[src/rtl/fetch_stage.sv]
// MIPS IF stage: PC register, combinational instruction-memory addressing, IF/ID register.
// Optional FETCH_PERF_CNT_EN adds fetch/bubble performance counters.
module fetch_stage #(
  parameter int          ADDR_W   = 6,
  parameter logic [31:0] RESET_PC = 32'h0000_0000
) (
  input  logic              clk,
  input  logic              rst_n,
  output logic [ADDR_W-1:0] imem_a,
  input  logic [31:0]       imem_rd,
  input  logic              stall_i,
  input  logic              redirect_i,
  input  logic [31:0]       redirect_pc_i,
  output logic [31:0]       fetch_pc_o,
  output logic [31:0]       pc_o,
  output logic [31:0]       pc_plus4_o,
  output logic [31:0]       instr_o,
  output logic              valid_o,
  output logic              halted_o
`ifdef FETCH_PERF_CNT_EN
  ,
  output logic [31:0]       fetch_cnt_o,
  output logic [31:0]       bubble_cnt_o
`endif
);

  typedef enum logic [1:0] {BOOT, RUN, HALT} state_t;

  // First byte address past the end of instruction memory (33 bits so it never wraps).
  localparam logic [32:0] LIMIT = 33'd1 << (ADDR_W + 2);

  state_t      state, state_nx;
  logic [31:0] pc, pc_nx, pc_plus4;
  logic [31:0] id_pc, id_pc_nx;
  logic [31:0] id_pc4, id_pc4_nx;
  logic [31:0] id_instr, id_instr_nx;
  logic        id_valid, id_valid_nx;
  logic        redir_bad, adv_bad;

  assign pc_plus4  = pc + 32'd4;
  assign redir_bad = (redirect_pc_i[1:0] != 2'b00) || ({1'b0, redirect_pc_i} >= LIMIT);
  assign adv_bad   = ({1'b0, pc_plus4} >= LIMIT);

  always_ff @(posedge clk or negedge rst_n) begin
    if (!rst_n) begin
      state    <= BOOT;
      pc       <= RESET_PC;
      id_pc    <= '0;
      id_pc4   <= '0;
      id_instr <= '0;
      id_valid <= 1'b0;
    end else begin
      state    <= state_nx;
      pc       <= pc_nx;
      id_pc    <= id_pc_nx;
      id_pc4   <= id_pc4_nx;
      id_instr <= id_instr_nx;
      id_valid <= id_valid_nx;
    end
  end

  always_comb begin
    state_nx    = state;
    pc_nx       = pc;
    id_pc_nx    = id_pc;
    id_pc4_nx   = id_pc4;
    id_instr_nx = id_instr;
    id_valid_nx = id_valid;
    case (state)
      BOOT: state_nx = RUN;
      RUN: begin
        if (redirect_i) begin
          id_pc_nx    = '0;
          id_pc4_nx   = '0;
          id_instr_nx = '0;
          id_valid_nx = 1'b0;
          if (redir_bad) state_nx = HALT;
          else           pc_nx    = redirect_pc_i;
        end else if (!stall_i) begin
          // The word at pc is still captured on the edge that runs off the end.
          id_pc_nx    = pc;
          id_pc4_nx   = pc_plus4;
          id_instr_nx = imem_rd;
          id_valid_nx = 1'b1;
          if (adv_bad) state_nx = HALT;
          else         pc_nx    = pc_plus4;
        end
      end
      HALT: begin
        id_pc_nx    = '0;
        id_pc4_nx   = '0;
        id_instr_nx = '0;
        id_valid_nx = 1'b0;
      end
      default: state_nx = BOOT;
    endcase
  end

  assign imem_a     = pc[ADDR_W+1:2];
  assign fetch_pc_o = pc;
  assign pc_o       = id_pc;
  assign pc_plus4_o = id_pc4;
  assign instr_o    = id_instr;
  assign valid_o    = id_valid;
  assign halted_o   = (state == HALT);

`ifdef FETCH_PERF_CNT_EN
  logic fetch_inc, bubble_inc;

  always_comb begin
    fetch_inc  = (state == RUN) && !redirect_i && !stall_i;
    bubble_inc = (state == RUN) && (redirect_i || stall_i);
  end

  always_ff @(posedge clk or negedge rst_n) begin
    if (!rst_n) begin
      fetch_cnt_o  <= '0;
      bubble_cnt_o <= '0;
    end else begin
      if (fetch_inc)  fetch_cnt_o  <= fetch_cnt_o + 32'd1;
      if (bubble_inc) bubble_cnt_o <= bubble_cnt_o + 32'd1;
    end
  end
`endif

endmodule

[config.mk]
export PLATFORM = sky130hd
export DESIGN_NAME = fetch_stage
export DESIGN_NICKNAME = d
export VERILOG_FILES = /design/src/rtl/fetch_stage.sv
export SDC_FILE = /design/constraint.sdc
export NUM_CORES = 1
export LEC_CHECK = 0
export CAP_MARGIN = 20
export CORE_ASPECT_RATIO = 2
export CORE_UTILIZATION = 40
export CTS_BUF_LIST = sky130_fd_sc_hd__clkbuf_16
export CTS_CLUSTER_DIAMETER = 60
export DETAILED_ROUTE_END_ITERATION = 16
export PLACE_DENSITY = 0.72
export SLEW_MARGIN = 20
export SYNTH_ARGS = -nofsm -noshare
export SYNTH_HDL_FRONTEND = slang
export SYNTH_SLANG_ARGS = --single-unit
[constraint.sdc]
create_clock -name clk -period 3.75 [get_ports clk]
set_input_delay 0.9375 -clock clk [delete_from_list [all_inputs] [get_ports clk]]
set_output_delay 0.9375 -clock clk [all_outputs]
set_load 0.03 [all_outputs]
# Yosys cells after proc, flatten, opt, wreduce, memory -nomap -nowiden
# Index checks and enable logic that the tools add are counted.
# Widths: inputs -> output; s select.
# word_totals
regBits	131
latch_bits	0
ram_bits	0
rom_bits	0
inputBits	68
output_inout_bits	136
word_cells	46
n_memories	0
# op_classes
add_sub_neg	1
mul	0
div_mod_pow	0
n_lt_le_gt_ge	2
eq_ne	8
n_shift	0
n_mux	21
bitwise	1
reduce_logical	7
# op_table
operator	n
$mux 32	10
$pmux 32 s2	3
$ge 32x9->1 const B	2
$add 32x3->32 const B	1
$ne 3x3->1 const B	3
$mux 2	4
$reduce_and 4->1	2
$pmux 2 s3	1
$ne 2x2->1 const B	2
$reduce_bool 2->1	2
$eq 2x1->1 const B	1
$eq 2x2->1 const B	1
$logic_not 2->1	1
$mux 1	2
$ne 2x1->1 const B	1
$pmux 1 s2	1
$reduce_and 2->1	1
$logic_or 1x1->1	1
$not 1->1	1

# Logic depth before layout (Yosys ltp)
# depth
ltp_word	6
depth_mapped	10
ltp_nobuf	8

# Worst setup path before layout
# No wires, ideal clock.
# synth_timing
kind	register to register
startpoint	register pc[2], in the netlist fetch_pc_o[2]
endpoint	register pc[5], in the netlist fetch_pc_o[5]
arrival_ns	2.803
required_ns	3.626
slack_ns	0.823
stages_incl_launch_ff	9
synth_period_minus_slack_ns	2.927
path_cell_list	dfrtp_1 -> ha_1 -> nand4_1 -> nor4_4 -> nand2_1 -> or3_4 -> a211oi_4 -> a31oi_4 -> a211o_1
# synth_via
elab_chain_len	4
word_cells_on_any_way	7
cone_classes	add/sub (1); order compare (1); eq/ne (1); mux (3); reduce/logical (1)
# synth_rtl
element	line	text
start, declared	33	logic [31:0] pc, pc_nx, pc_plus4;
start signal, assigned	54	pc <= pc_nx;
$add 32x3->32 *	40	assign pc_plus4 = pc + 32'd4;
$ge 32x9->1 or $mux 32 (tied branches)	42, 85	
$ne 2x2->1 (no source line) or $mux 32 (tied branches)	-	
$reduce_and 4->1 (no source line) or $mux 32 (tied branches)	-	
# Mark *: on every way between the ends. The rest lies on a longest branch, timed or not. The select of a mux whose other input is x is not followed.
# A chain may end at the register's enable or synchronous reset.

# Worst setup path after layout
# Ends and elaborated chain as after synthesis.

==> results.cfg <==
[outcome]
status = completed

[place]
pre_cts_slack_ns = 0.294
dp_hpwl_um = 13400
port_buffers = 203
dpl.cell_count = 888
gp_congestion = 0.926

[setup_path]
cp_top_family = simple AND/OR/NAND/NOR gates
criticalPathCategory = reg -> reg
path_buf_inv = 0
crit_required_ns = 4.04
end_kind = register
crit_path_start_kind = register
slowest_stage = dfrtp_1
crit_path_max_fanout = 14
worstPathCellList = ha_1 > nand4_1 > nor4_4 > nand2_1 > or3_4 > a211oi_4 > a31oi_4 > a211o_1
cp_slowest_stage_delay_ns = 0.50
critPathArrivalTime_ns = 3.69

[clocking]
cts.path.max_buffers = 2
hold_buffers = 0
clock_latency_ns = 0.41
cts_buffers = 17
post_cts_buffers = 0
clk_pin_slew_ns = 0.06
ctsRootBufferMaster = clkbuf_16
cts_tree = yes
cts_sinks = 129
htreeDepth = 4
cts.repair.resized = 0

[pwr]
powerDensity_nw_per_um2 = 618
p_sw_mw = 2.09
p_comb_share_pct = 38.0
p_int_mw = 3.24
seq_power_share_pct = 34.7
p_clk_share_pct = 27.3
p_leak_nw = 3.65
vdd_drop_max_uv = 493
p_sw_share_pct = 39.2

[sta]
clock.fmax_mhz = 294
setup_tns_ns = 0
finClkSkew_ns = 0.0105
tightest_slew_ns = 0.947
finalHoldViolations = 0
slew_headroom_pct = 36.9
report.final.slew_viol_count = 0
min_period_over_period_pct = 90.8
min_period_ns = 3.40
rsz0062_at_grt = no
layout_setup_ws_ns = 0.346
setup_viol = 0

[final_layout]
syn2layout_area_growth_pct = 44.6
drive_gt1_share_pct = 9.33
fin_nets = 785
diodes = 0
layout_common_cells = clkdlybuf4s50_1, dfrtp_1, a22o_1
final_common_cell = clkdlybuf4s50_1
fin_cells = 921

[synthesis]
syn_area_um2 = 5970
synthCells = 534
async_flop_share_pct = 100
dominantRegCellSynth = dfrtp_1
synth_nets = 603
yosysWarningCount = 0
syn_area_per_cell_um2 = 11.2
synth_edf_count = 0
synth_cell_types = 59
seq_area_frac_synth_pct = 54.1
ys_ff_latch = 129

[floorplanning]
fp.dieW_um = 88.4
die_h_um = 175
rows = 62
die_area_um2 = 15400
io_pins = 204
coreArea_um2 = 14400
start_util_pct = 41.4

[detailed_routing]
routed_via_density = 5.49
ant_nets = 0
first_pass_iters = 4
drc = 0
route.vias.total = 5054
totalWireLength_um = 18700
drtIter0Drc = 279
wl_per_cell_um = 20.3

[hold_path]
worstHoldPathType = reg -> reg

[global_route]
overflow = 0
globalRouteTotalUtil_pct = 25.2
grt_max_degree = 115
grt_pass1_wl_um = 29100
antenna_found_initial = 0
grt_pass1_vias = 5359

[run]
drv_cap = 0
-- Yosys cell counts (3+ instances only) --
master	instances	area share [%]
a211o_1	4	0.59
a211oi_1	4	0.50
a21oi_1	8	0.67
a22o_1	70	10
and2_1	25	2.6
and3_1	8	0.84
and4_1	3	0.44
buf_2	4	0.34
buf_4	10	1.3
buf_6	3	0.57
clkbuf_1	35	2.2
dfrtp_1	129	54
inv_1	3	0.19
mux2_2	4	0.75
mux2i_1	3	0.50
nand2_1	44	2.8
nand2b_1	3	0.31
nand3_1	12	1.0
nand4_1	16	1.7
nor2_1	12	0.75
nor2b_1	5	0.52
nor3_1	7	0.59
nor4_1	11	1.2
nor4_4	3	1.1
nor4b_1	4	0.59
o21ai_0	29	2.4
or3_1	3	0.31
xnor2_1	16	2.3
xor2_1	17	2.5
-- flip-flops by register name, indices dropped and copies added (netlist names) --
name,flops
pc_o,32
instr_o,32
valid_o,1
pc_plus4_o,30
state,2
fetch_pc_o,32
-- path summary, 6_finish.rpt --
path	start	end	slack [ns]	cells past startpoint
min	pc_plus4_o[27]	pc_plus4_o[27]	0.48	2
max in group asynchronous	rst_n	pc_o[12]	2.34	2
max reg2reg	fetch_pc_o[2]	fetch_pc_o[5]	0.35	8
min reg2reg	pc_plus4_o[27]	pc_plus4_o[27]	0.48	2
min in group asynchronous	rst_n	pc_o[9]	0.59	1
max	fetch_pc_o[2]	fetch_pc_o[5]	0.35	8
-- metal layers --
metal  GRT usage (%)  part of all wire, %
met4            14.2                  4.8
met3            3.50                  3.5
met5               0                    0
met1            26.8                   35
met2            45.9                   57
-- power groups by stage --
stage                     logic (mW)  clock network (mW)  registers, mW
after floorplan                0.817                   0           2.23
after global placement          2.00                   0           1.85
after detailed placement        2.03                   0           1.86
after CTS                       2.04                1.49           1.84
after global routing            2.13                1.56           1.88
final                           2.03                1.46           1.85
-- through the flow --
stage / hold slack, ns / total power [mW] / util [%] / instance area, um2
3_5_place_dp: 0.463 / 3.89 / 56.1 / 8090
2_1_floorplan: 0.544 / 3.04 / - / 5970
4_1_cts: 0.478 / 5.37 / 59.7 / 8620
3_3_place_gp: 0.463 / 3.85 / 56.1 / 8090
6_report: 0.477 / 5.34 / 59.8 / 8630
5_1_grt: 0.497 / 5.57 / 59.8 / 8630
-- cell type report --
| cell class | instances | area [um2] |
|---|---|---|
| inverter | 3 | 11.3 |
| clock buffer | 17 | 425 |
| multi-input combinational | 347 | 2480 |
| tap | 192 | 240 |
| clock inverter | 15 | 100 |
| sequential | 129 | 3230 |
| timing repair buffer | 218 | 2150 |
| fill | 1243 | 5800 |
-- logic make-up after synthesis --
| family | after synthesis | share of synthesized area [%] |
|---|---|---|
| flops | 129 | 54.1 |
| fa+ha+maj | 1 | 0.210 |
| simple gates | 169 | 16.7 |
| compound gates | 136 | 18.0 |
| mux | 7 | 1.26 |
| xor+xnor | 33 | 4.84 |
| buf+inv | 59 | 4.90 |
-- worst register-to-register path, cell delays in order, from the launching register on --
cell,delay [ns]
dfrtp_1,0.50
ha_1,0.34
nand4_1,0.37
nor4_4,0.45
nand2_1,0.15
or3_4,0.38
a211oi_4,0.44
a31oi_4,0.29
a211o_1,0.37
Power figures use the tool's default switching activity.
